--- src/rtl/dvp_camera_emulator.sv ---
// rtl/dvp_camera_emulator.sv - DVP camera-side transmitter (frame buffer or colour-bar source)
module dvp_camera_emulator #(
  parameter int H_ACTIVE  = 320,
  parameter int V_ACTIVE  = 240,
  parameter int H_BLANK   = 64,
  parameter int VSYNC_LEN = 16,
  parameter int VBP_LINES = 2,
  parameter int VFP_LINES = 2,
  parameter int ADDR_W    = 17
) (
  input  logic              csi_pclk,
  input  logic              reset_n,
  input  logic              enable,
  input  logic              pattern_sel,
  output logic              rd_en,
  output logic [ADDR_W-1:0] rdaddr,
  input  logic [15:0]       rddata,
  output logic              csi_vsync,
  output logic              csi_hsync,
  output logic [7:0]        csi_data,
  output logic              frame_start,
  output logic              busy
);

  localparam int LINE_LEN = 2 * H_ACTIVE + H_BLANK;
  localparam int HS_LEN   = 2 * H_ACTIVE;
  localparam int COL_MAX  = (LINE_LEN > VSYNC_LEN) ? LINE_LEN : VSYNC_LEN;
  localparam int COL_W    = $clog2(COL_MAX + 1);
  localparam int LN_MAX0  = (V_ACTIVE > VBP_LINES) ? V_ACTIVE : VBP_LINES;
  localparam int LN_MAX   = (LN_MAX0 > VFP_LINES) ? LN_MAX0 : VFP_LINES;
  localparam int LN_W     = $clog2(LN_MAX + 1);

  localparam logic [COL_W-1:0] VS_END     = COL_W'(VSYNC_LEN - 1);
  localparam logic [COL_W-1:0] LINE_END   = COL_W'(LINE_LEN - 1);
  localparam logic [COL_W-1:0] FETCH0     = COL_W'(LINE_LEN - 2);
  localparam logic [COL_W-1:0] FETCH_LAST = COL_W'(HS_LEN - 4);
  localparam logic [COL_W-1:0] HS_END     = COL_W'(HS_LEN);
  localparam logic [COL_W-1:0] BAR_DIV    = COL_W'(H_ACTIVE / 8);
  localparam logic [LN_W-1:0]  VBP_LAST   = LN_W'(VBP_LINES - 1);
  localparam logic [LN_W-1:0]  ACT_LAST   = LN_W'(V_ACTIVE - 1);
  localparam logic [LN_W-1:0]  VFP_LAST   = LN_W'(VFP_LINES - 1);

  typedef enum logic [2:0] {IDLE, VSYNC, VBP, ACTIVE, VFP} state_t;

  state_t           state, nstate;
  logic [COL_W-1:0] col, ncol;
  logic [LN_W-1:0]  line, nline, line_last;
  logic             pat_q, pat_d;
  logic [7:0]       lo_q;

  logic              enter_vsync, hsync_d, fetch_d, rd_en_d;
  logic [7:0]        data_d;
  logic [ADDR_W-1:0] rdaddr_d;
  logic [COL_W-1:0]  pix_x, bar;
  logic [15:0]       colour;

  always_comb begin
    nstate = state;
    ncol   = col;
    nline  = line;
    case (state)
      VBP:     line_last = VBP_LAST;
      ACTIVE:  line_last = ACT_LAST;
      default: line_last = VFP_LAST;
    endcase
    case (state)
      IDLE: begin
        if (enable) begin
          nstate = VSYNC;
          ncol   = '0;
          nline  = '0;
        end
      end
      VSYNC: begin
        if (col == VS_END) begin
          nstate = VBP;
          ncol   = '0;
        end else begin
          ncol = col + COL_W'(1);
        end
      end
      VBP, ACTIVE, VFP: begin
        if (col == LINE_END) begin
          ncol = '0;
          if (line == line_last) begin
            nline = '0;
            case (state)
              VBP:     nstate = ACTIVE;
              ACTIVE:  nstate = VFP;
              default: nstate = enable ? VSYNC : IDLE;
            endcase
          end else begin
            nline = line + LN_W'(1);
          end
        end else begin
          ncol = col + COL_W'(1);
        end
      end
      default: nstate = IDLE;
    endcase
  end

  // Outputs are derived from the next state so they line up with it once registered.
  always_comb begin
    enter_vsync = (nstate == VSYNC) && (state != VSYNC);
    pat_d       = enter_vsync ? pattern_sel : pat_q;
    hsync_d     = (nstate == ACTIVE) && (ncol < HS_END);
    // Pixel k is fetched two cycles ahead of its high byte; pixel 0 falls in the prior blank.
    fetch_d     = ((nstate == ACTIVE) && !ncol[0] && (ncol <= FETCH_LAST)) ||
                  ((ncol == FETCH0) &&
                   (((nstate == VBP) && (nline == VBP_LAST)) ||
                    ((nstate == ACTIVE) && (nline != ACT_LAST))));
    rd_en_d     = fetch_d && !pat_d;
    if (enter_vsync) begin
      rdaddr_d = '0;
    end else if (rd_en) begin
      rdaddr_d = rdaddr + ADDR_W'(1);
    end else begin
      rdaddr_d = rdaddr;
    end
    pix_x = ncol >> 1;
    bar   = pix_x / BAR_DIV;
    case (bar)
      COL_W'(0): colour = 16'hFFFF;
      COL_W'(1): colour = 16'hFFE0;
      COL_W'(2): colour = 16'h07FF;
      COL_W'(3): colour = 16'h07E0;
      COL_W'(4): colour = 16'hF81F;
      COL_W'(5): colour = 16'hF800;
      COL_W'(6): colour = 16'h001F;
      default:   colour = 16'h0000;
    endcase
    if (!hsync_d) begin
      data_d = 8'h00;
    end else if (pat_d) begin
      data_d = ncol[0] ? colour[7:0] : colour[15:8];
    end else begin
      data_d = ncol[0] ? lo_q : rddata[15:8];
    end
  end

  always_ff @(posedge csi_pclk or negedge reset_n) begin
    if (!reset_n) begin
      state       <= IDLE;
      col         <= '0;
      line        <= '0;
      pat_q       <= 1'b0;
      lo_q        <= 8'h00;
      rd_en       <= 1'b0;
      rdaddr      <= '0;
      csi_vsync   <= 1'b0;
      csi_hsync   <= 1'b0;
      csi_data    <= 8'h00;
      frame_start <= 1'b0;
      busy        <= 1'b0;
    end else begin
      state       <= nstate;
      col         <= ncol;
      line        <= nline;
      pat_q       <= pat_d;
      if (hsync_d && !ncol[0]) begin
        lo_q <= rddata[7:0];
      end
      rd_en       <= rd_en_d;
      rdaddr      <= rdaddr_d;
      csi_vsync   <= (nstate == VSYNC);
      csi_hsync   <= hsync_d;
      csi_data    <= data_d;
      frame_start <= enter_vsync;
      busy        <= (nstate != IDLE);
    end
  end

endmodule

--- config.mk ---
export PLATFORM = sky130hd
export DESIGN_NAME = dvp_camera_emulator
export DESIGN_NICKNAME = d
export VERILOG_FILES = /design/src/rtl/dvp_camera_emulator.sv
export SDC_FILE = /design/constraint.sdc
export NUM_CORES = 1
export LEC_CHECK = 0
export BUFFER_PORTS_ARGS = -buffer_cell sky130_fd_sc_hd__clkbuf_2
export CAP_MARGIN = 10
export CORE_MARGIN = 2
export CORE_UTILIZATION = 57
export DETAILED_ROUTE_END_ITERATION = 7
export MAX_ROUTING_LAYER = met4
export PLACE_DENSITY_LB_ADDON = 0.05
export SLEW_MARGIN = 20
export SYNTH_ARGS = -nofsm -noshare
export SYNTH_HDL_FRONTEND = slang
export SYNTH_SLANG_ARGS = --single-unit
--- constraint.sdc ---
create_clock -name csi_pclk -period 3.69 [get_ports csi_pclk]
set_input_delay 0 -clock csi_pclk [delete_from_list [all_inputs] [get_ports csi_pclk]]
set_output_delay 0 -clock csi_pclk [all_outputs]
set_load 0.1 [all_outputs]
==> summary.md, run 1 <==
| Metric | Value |
|---|---|
| Outcome | `finished clean` |
| Mean Syn Cell Area | `9.246 um^2` |
| Area fraction in and, or, nand and nor cells after synthesis | `23.78%` |
| Seq/Total Area, Yosys | `43.31%` |
| Clock H-tree levels | `3` |
| Synth Area in Adders | `1.083%` |
| P_sw | `1.261 mW` |
| Proportion of netlist area held by the largest area contributor | `43.31%` |
| TritonCTS clock tree | `yes` |
| Fmax | `0.2904 GHz` |
| Global-route met3 utilization | `4.835%` |
| Post-DRT Antenna Nets | `0` |
| Crit path time final | `3.443 ns` |
| Top cells by area, synth | `dfrtp_1 (43%), nand2_1 (4.5%), nor2_1 (3.5%)` |
| Flops & latches, synth | `60` |
| CTS clk-pin slew, worst paths | `0.07 ns` |
| Root Driver | `clkbuf_8` |
| Clk sinks | `60` |
| Slowest-stage cell, CP | `or4_4` |
| Num CTS Buffers | `9` |
| GPL Wtd Cong | `0.9295` |
| Fill count | `478` |
| Total number of vias | `3,111` |
| Met1 GRT Util | `35.80%` |
| Initial antenna violation count | `0` |
| Final Hold Vio Count | `0` |
| Slew Limit Fails | `0` |
| Max-slew headroom | `40.56%` |
| Nets | `466` |
| Number of global-route vias before repair | `2,768` |
| Antenna diodes | `0` |
| Fin crit share | `93.31%` |
| Core ar. | `5886 um^2` |
| Detailed Place HPWL | `5649 um` |
| Critical path type | `flop to flop` |
| Worst setup margin | `0.2469 ns` |
| Number of distinct library cells after synthesis | `68` |
| Final Power | `2.766 mW` |
| I/O Pins | `50` |
| DIE AREA | `6722 um^2` |
| Post-route cell area | `4190 um^2` |
| Routed WL | `8212 um` |
| Highest net fanout along the worst path | `14` |
| Met2 Usage GRT | `41.06%` |
| Cell Pwr Density | `660.2 nW/um^2` |
| Rows | `28` |
| Cells after synthesis | `375` |
| Maxcap violations | `0` |
| Post-synth top cells | `dfrtp_1 (60), nand2_1 (42), nor2_1 (32)` |
| Vias per inst | `5.948` |
| Final TNS setup | `0 ns` |
| CP Cell Sequence | `or4_4 > o41ai_4 > nand2_1 > o21ai_0 > inv_1 > nor4_2 > nand3_1 > or4b_1 > a22oi_1` |
| IO Port Bufs | `49` |
| Clock share of power | `24.0%` |
| Xor/xnor share of the synthesized area | `5.558%` |
| Clk buf depth | `2` |
| Arrival time at the worst endpoint | `3.69 ns` |
| Post-route DRC | `0` |
| Main flop type after synthesis | `dfrtp_1` |
| Layout cells sized above 1 | `21.43%` |
| Synth-to-Final Area Change | `20.86%` |
| Die span in x | `81.99 um` |
| Grt ovf | `0` |
| Busiest layer in global routing | `met2` |
| DP Worst Slack | `0.2542 ns` |
| Synth Cell Area | `3467 um^2` |
| Combinational Power Share | `43.2%` |
| Avg WL per Cell | `15.70 um` |
| Global-route wire length before repair | `13,320 um` |
| Sequential share of power | `32.9%` |
| Leakage power | `1.896 nW` |
| Complex-gate fraction of the synthesized area | `17.97%` |
| Switching share of total power | `45.58%` |
| Hold crit path type | `input pin to flop` |
| Post-synth EDFFs | `0` |
| Placed inst area | `3789 um^2` |
| DR pass1 iterations | `5` |
| Critical Path Start Type | `flop` |
| Worst-margin pin slew | `0.8884 ns` |
| Most frequent cell after synthesis | `dfrtp_1` |
| Gr usage total | `26.95%` |
| Die Ht | `81.99 um` |
| Worst hold margin | `0.09054 ns` |
| Req. time, crit path | `3.94 ns` |
| Final setup fails | `0` |
| Largest net degree at the start of global routing | `33` |
| Syn nets | `398` |
| Max Clock Skew | `0.008931 ns` |
| Clk Latency, worst-skew pair | `0.35 ns` |
| Asr flop ratio synth | `100.0%` |
| Setup bufs post-CTS | `0` |
| DRT iter0 DRCs | `227` |
| Synth area leader | `dfrtp_1` |
| Crit. End Element | `flop` |
| P_int | `1.505 mW` |
| Worst R2R Setup Slack | `0.25 ns` |
| RSZ-0062 raised after global routing | `false` |
| Starting Density | `58.91%` |
| Mux share of post-synthesis cell area | `3.789%` |
| Ys Warns | `0` |
| Crit-path max cell delay | `0.55 ns` |
| Maximum VDD drop | `0.5387 mV` |
| Largest family of logic cells by synthesized area | `simple AND/OR/NAND/NOR gates` |
==> cells in the final DEF, fill, tap and decap left out, types with 3 or more instances in the layout <==
cell type and count:
o22ai_1 3, xor2_1 12, nand2_1 42, o21a_1 3
a21oi_1 8, xnor2_1 10, inv_2 3, or4_1 3
ha_1 3, o31ai_1 4, nor3_1 9, dfrtp_1 60
inv_1 16, o21ai_0 14, nand2b_1 4, and2_1 4
clkbuf_8 9, nor2_1 32, a32oi_1 3, mux2_2 9
nand4_1 10, buf_4 9, o21ai_1 3, dlygate4sd3_1 18
mux2i_1 3, o211ai_1 4, and3_1 8, nand3_1 15
a311oi_1 4, a31oi_1 4, clkbuf_2 49, a211oi_1 4
nor4_1 9
==> through the flow <==
stage               util [%]  std cells
CTS                    71.11        523
global placement       64.37        489
finish                 71.19        523
floorplan                  -        375
global route           71.19        523
detailed placement     64.37        489
==> power groups by stage <==
stage / clock (mW) / combinational (mW) / sequential [mW]
final: 0.663 / 1.19 / 0.909
after global routing: 0.695 / 1.28 / 0.929
after CTS: 0.672 / 1.20 / 0.909
after detailed placement: 0 / 1.17 / 0.920
after global placement: 0 / 1.16 / 0.917
after floorplan: 0 / 0.532 / 1.31
==> worst max-delay path, delay by kind of cell (launching register included) <==
family | cells | cell delay (ns)
buffers and inverters | 1 | 0.27
DFF | 1 | 0.49
AOI/OAI and AO/OA | 3 | 0.91
and+or+nand+nor | 5 | 1.67
==> cell type report <==
cell class                 instances  area [um^2]  share of cell area [%]
sequential                        60         1501                   35.83
clock inverter                     6        88.84                   2.120
clock buffer                      10        127.6                   3.046
multi-input combinational        277         1814                   43.30
inverter                          19        71.32                   1.702
tap                               75        93.84                   2.239
timing repair buffer              76        493.0                   11.76
==> registers in the layout, indices dropped and copies added (netlist names) <==
name and count:
rdaddr 17, frame_start 1, pat_q 1, rd_en 1, csi_hsync 1, line 8, col 10, lo_q 8
busy 1, csi_data 8, csi_vsync 1, state 3
==> worst paths after layout <==
path / from / endpoint / cells after the start
min in group asynchronous: reset_n / busy$_DFF_PN0_ / 2
max in group asynchronous: reset_n / lo_q[1]$_DFFE_PN0P_ / 3
hold reg to reg: lo_q[2]$_DFFE_PN0P_ / lo_q[2]$_DFFE_PN0P_ / 1
hold / removal: pattern_sel / pat_q$_DFF_PN0_ / 4
setup reg to reg: col[7]$_DFF_PN0_ / rd_en$_DFF_PN0_ / 9
setup / recovery: col[7]$_DFF_PN0_ / rd_en$_DFF_PN0_ / 9
==> timing repair <==
item / in CTS / in global routing
endpoints found under the hold margin: 45 / 0
resized for setup: 0 / 2
setup endpoints to repair: 0 / 3
hold buffers: 18 / 0
==> per-layer routing <==
layer,wire length [um],vias to the layer above,part of all wire [%]
met1,3755,1500,46
met5,0,-,0
met2,3888,87,47
met4,177,0,2.2
li1,-,1509,-
met3,390,15,4.7
==> logic make-up (layout without fill, tap and decap cells) <==
family / after synthesis / count (layout)
mux: 12 / 12
fa+ha+maj: 3 / 3
buf+inv: 38 / 111
compound gates: 83 / 83
xor+xnor: 22 / 22
simple gates: 157 / 157
flops: 60 / 60
Note: power is estimated with default switching activity, not from simulation.
==> run 2: changes to the inputs <==
CELL_PAD_IN_SITES_DETAIL_PLACEMENT = 2   (was unset)
CELL_PAD_IN_SITES_GLOBAL_PLACEMENT = 2   (was unset)
CORE_UTILIZATION = 35   (was 57)
RECOVER_POWER = 25   (was unset)
==> summary.md, run 2 (synthesis results as in run 1) <==
| Metric | Value |
|---|---|
| DIE AREA | `10,720 um^2` |
| Maximum VDD drop | `0.5435 mV` |
| Post-DRT Antenna Nets | `0` |
| Failing checks | `capacitance limit, slew limit` |
| RSZ-0062 raised after global routing | `false` |
| TritonCTS clock tree | `yes` |
| Crit path time final | `3.329 ns` |
| Die Ht | `103.5 um` |
| Hold crit path type | `input pin to flop` |
| Most common cell after layout, fill and taps aside | `dfrtp_1` |
| Final Hold Vio Count | `0` |
| Crit. End Element | `flop` |
| Commonest non-fill, non-tap cells in the layout | `dfrtp_1 (60), clkbuf_2 (50), nand2_1 (42)` |
| Arrival time at the worst endpoint | `3.59 ns` |
| Area of the multi-input gates | `1814 um^2` |
| Largest registers | `rdaddr x17, col x10` |
| Max-slew headroom | `-8.201%` |
| FF+latch area | `1501 um^2` |
| Critical Path Start Type | `flop` |
| Gr usage total | `22.59%` |
| Layout cells sized above 1 | `23.19%` |
| Total number of vias | `3,295` |
| Biggest register | `rdaddr` |
| Vias per inst | `5.585` |
| Worst-margin pin slew | `1.623 ns` |
| Synth-to-Final Area Change | `24.40%` |
| Die span in x | `103.5 um` |
| DRT iter0 DRCs | `69` |
| DP Worst Slack | `0.1900 ns` |
| DR pass1 iterations | `4` |
| Cell Pwr Density | `651.8 nW/um^2` |
| Antenna diodes | `0` |
| Detailed Place HPWL | `7893 um` |
| Clock H-tree levels | `3` |
| Fill count | `1,064` |
| Final TNS setup | `0 ns` |
| Clk sinks | `60` |
| Fmax | `0.3004 GHz` |
| Leakage power | `1.936 nW` |
| Final setup fails | `0` |
| Nets | `475` |
| Critical Path Source | `col[0]$_DFF_PN0_` |
| Post-route DRC | `0` |
| Largest net degree at the start of global routing | `61` |
| Slew Limit Fails | `61` |
| Fin crit share | `90.22%` |
| Initial antenna violation count | `0` |
| Rows | `36` |
| Post-route cell area | `4313 um^2` |
| Clk Latency, worst-skew pair | `0.35 ns` |
| GPL Wtd Cong | `0.8079` |
| Hold_sp | `pattern_sel` |
| Req. time, crit path | `3.96 ns` |
| Root Driver | `clkbuf_8` |
| Num CTS Buffers | `9` |
| Grt ovf | `0` |
| Highest net fanout along the worst path | `11` |
| Max Clock Skew | `0.01426 ns` |
| Setup bufs post-CTS | `0` |
| Max reg flops | `17` |
| Critical path type | `flop to flop` |
| Routed WL | `11,390 um` |
| Core ar. | `9684 um^2` |
| IO Port Bufs | `49` |
| Placed inst area | `3929 um^2` |
| Global-route wire length before repair | `18,840 um` |
| Maxcap violations | `1` |
| I/O Pins | `50` |
| Worst setup margin | `0.3607 ns` |
| Reg2Reg Launch Point | `col[0]$_DFF_PN0_` |
| Clk buf depth | `2` |
| Starting Density | `35.80%` |
| Outcome | `finished with violations` |
| CTS clk-pin slew, worst paths | `0.07 ns` |
| Avg WL per Cell | `19.31 um` |
| Number of global-route vias before repair | `3,588` |
-- run 2: where the power goes --
| part | total (mW) | switching [mW] | internal, mW | leakage [nW] |
|---|---|---|---|---|
| sequential | 0.891 | 0.0963 | 0.795 | 0.801 |
| clock | 0.613 | 0.284 | 0.329 | 0.0983 |
| combinational | 1.31 | 0.948 | 0.360 | 1.04 |
| total | 2.81 | 1.33 | 1.48 | 1.94 |
-- run 2: worst max-delay path, cell delays in order, from the launching register on --
cell and delay [ns]:
dfrtp_1 0.39, ha_1 0.26, and4_1 0.41, and3_1 0.34, o21a_2 0.33, buf_4 0.18, nor4_1 0.04, o21ai_0 0.38
nand4b_1 0.20, or4b_1 0.53, a22oi_1 0.19
-- run 2: final timing paths --
check	to	slack, ns	cells after the start
worst max-delay path	rd_en$_DFF_PN0_	0.36	10
max in group asynchronous	lo_q[3]$_DFFE_PN0P_	2.03	3
min in group asynchronous	csi_vsync$_DFF_PN0_	0.67	3
worst max register to register	rd_en$_DFF_PN0_	0.36	10
worst min register to register	lo_q[1]$_DFFE_PN0P_	0.51	1
worst min-delay path	rd_en$_DFF_PN0_	0.12	5
-- run 2: final cells by class --
cell class,count,share of cell area [%]
clock inverters,6,1.480
well taps,133,3.858
repair buffers,85,12.94
clock buffers,10,3.191
multi-input cells,277,42.07
inverters,19,1.654
flip-flops and latches,60,34.81
-- run 2: metal layers --
metal | routed length, um | track usage [%] | vias up
li1 | - | - | 1528
met1 | 4904 | 26.12 | 1674
met2 | 5861 | 38.69 | 62
met3 | 291 | 4.657 | 31
met4 | 335 | 8.687 | 0
met5 | 0 | - | -
-- run 2: timing repair --
action,CTS,global route
gates resized for setup,0,2
endpoints found under the setup margin,0,8
hold buffers,18,0
hold endpoints to repair,77,0
-- run 2: stage by stage --
step / total power, mW / hold slack (ns) / cells / utilization (%)
3_3_place_gp: 2.159 / 0.2341 / 556 / 40.57
6_report: 2.811 / 0.1186 / 590 / 44.53
5_1_grt: 2.979 / 0.1298 / 590 / 44.53
2_1_floorplan: 1.839 / -0.2956 / 375 / -
4_1_cts: 2.840 / 0.1011 / 590 / 44.51
3_5_place_dp: 2.190 / 0.2365 / 556 / 40.57
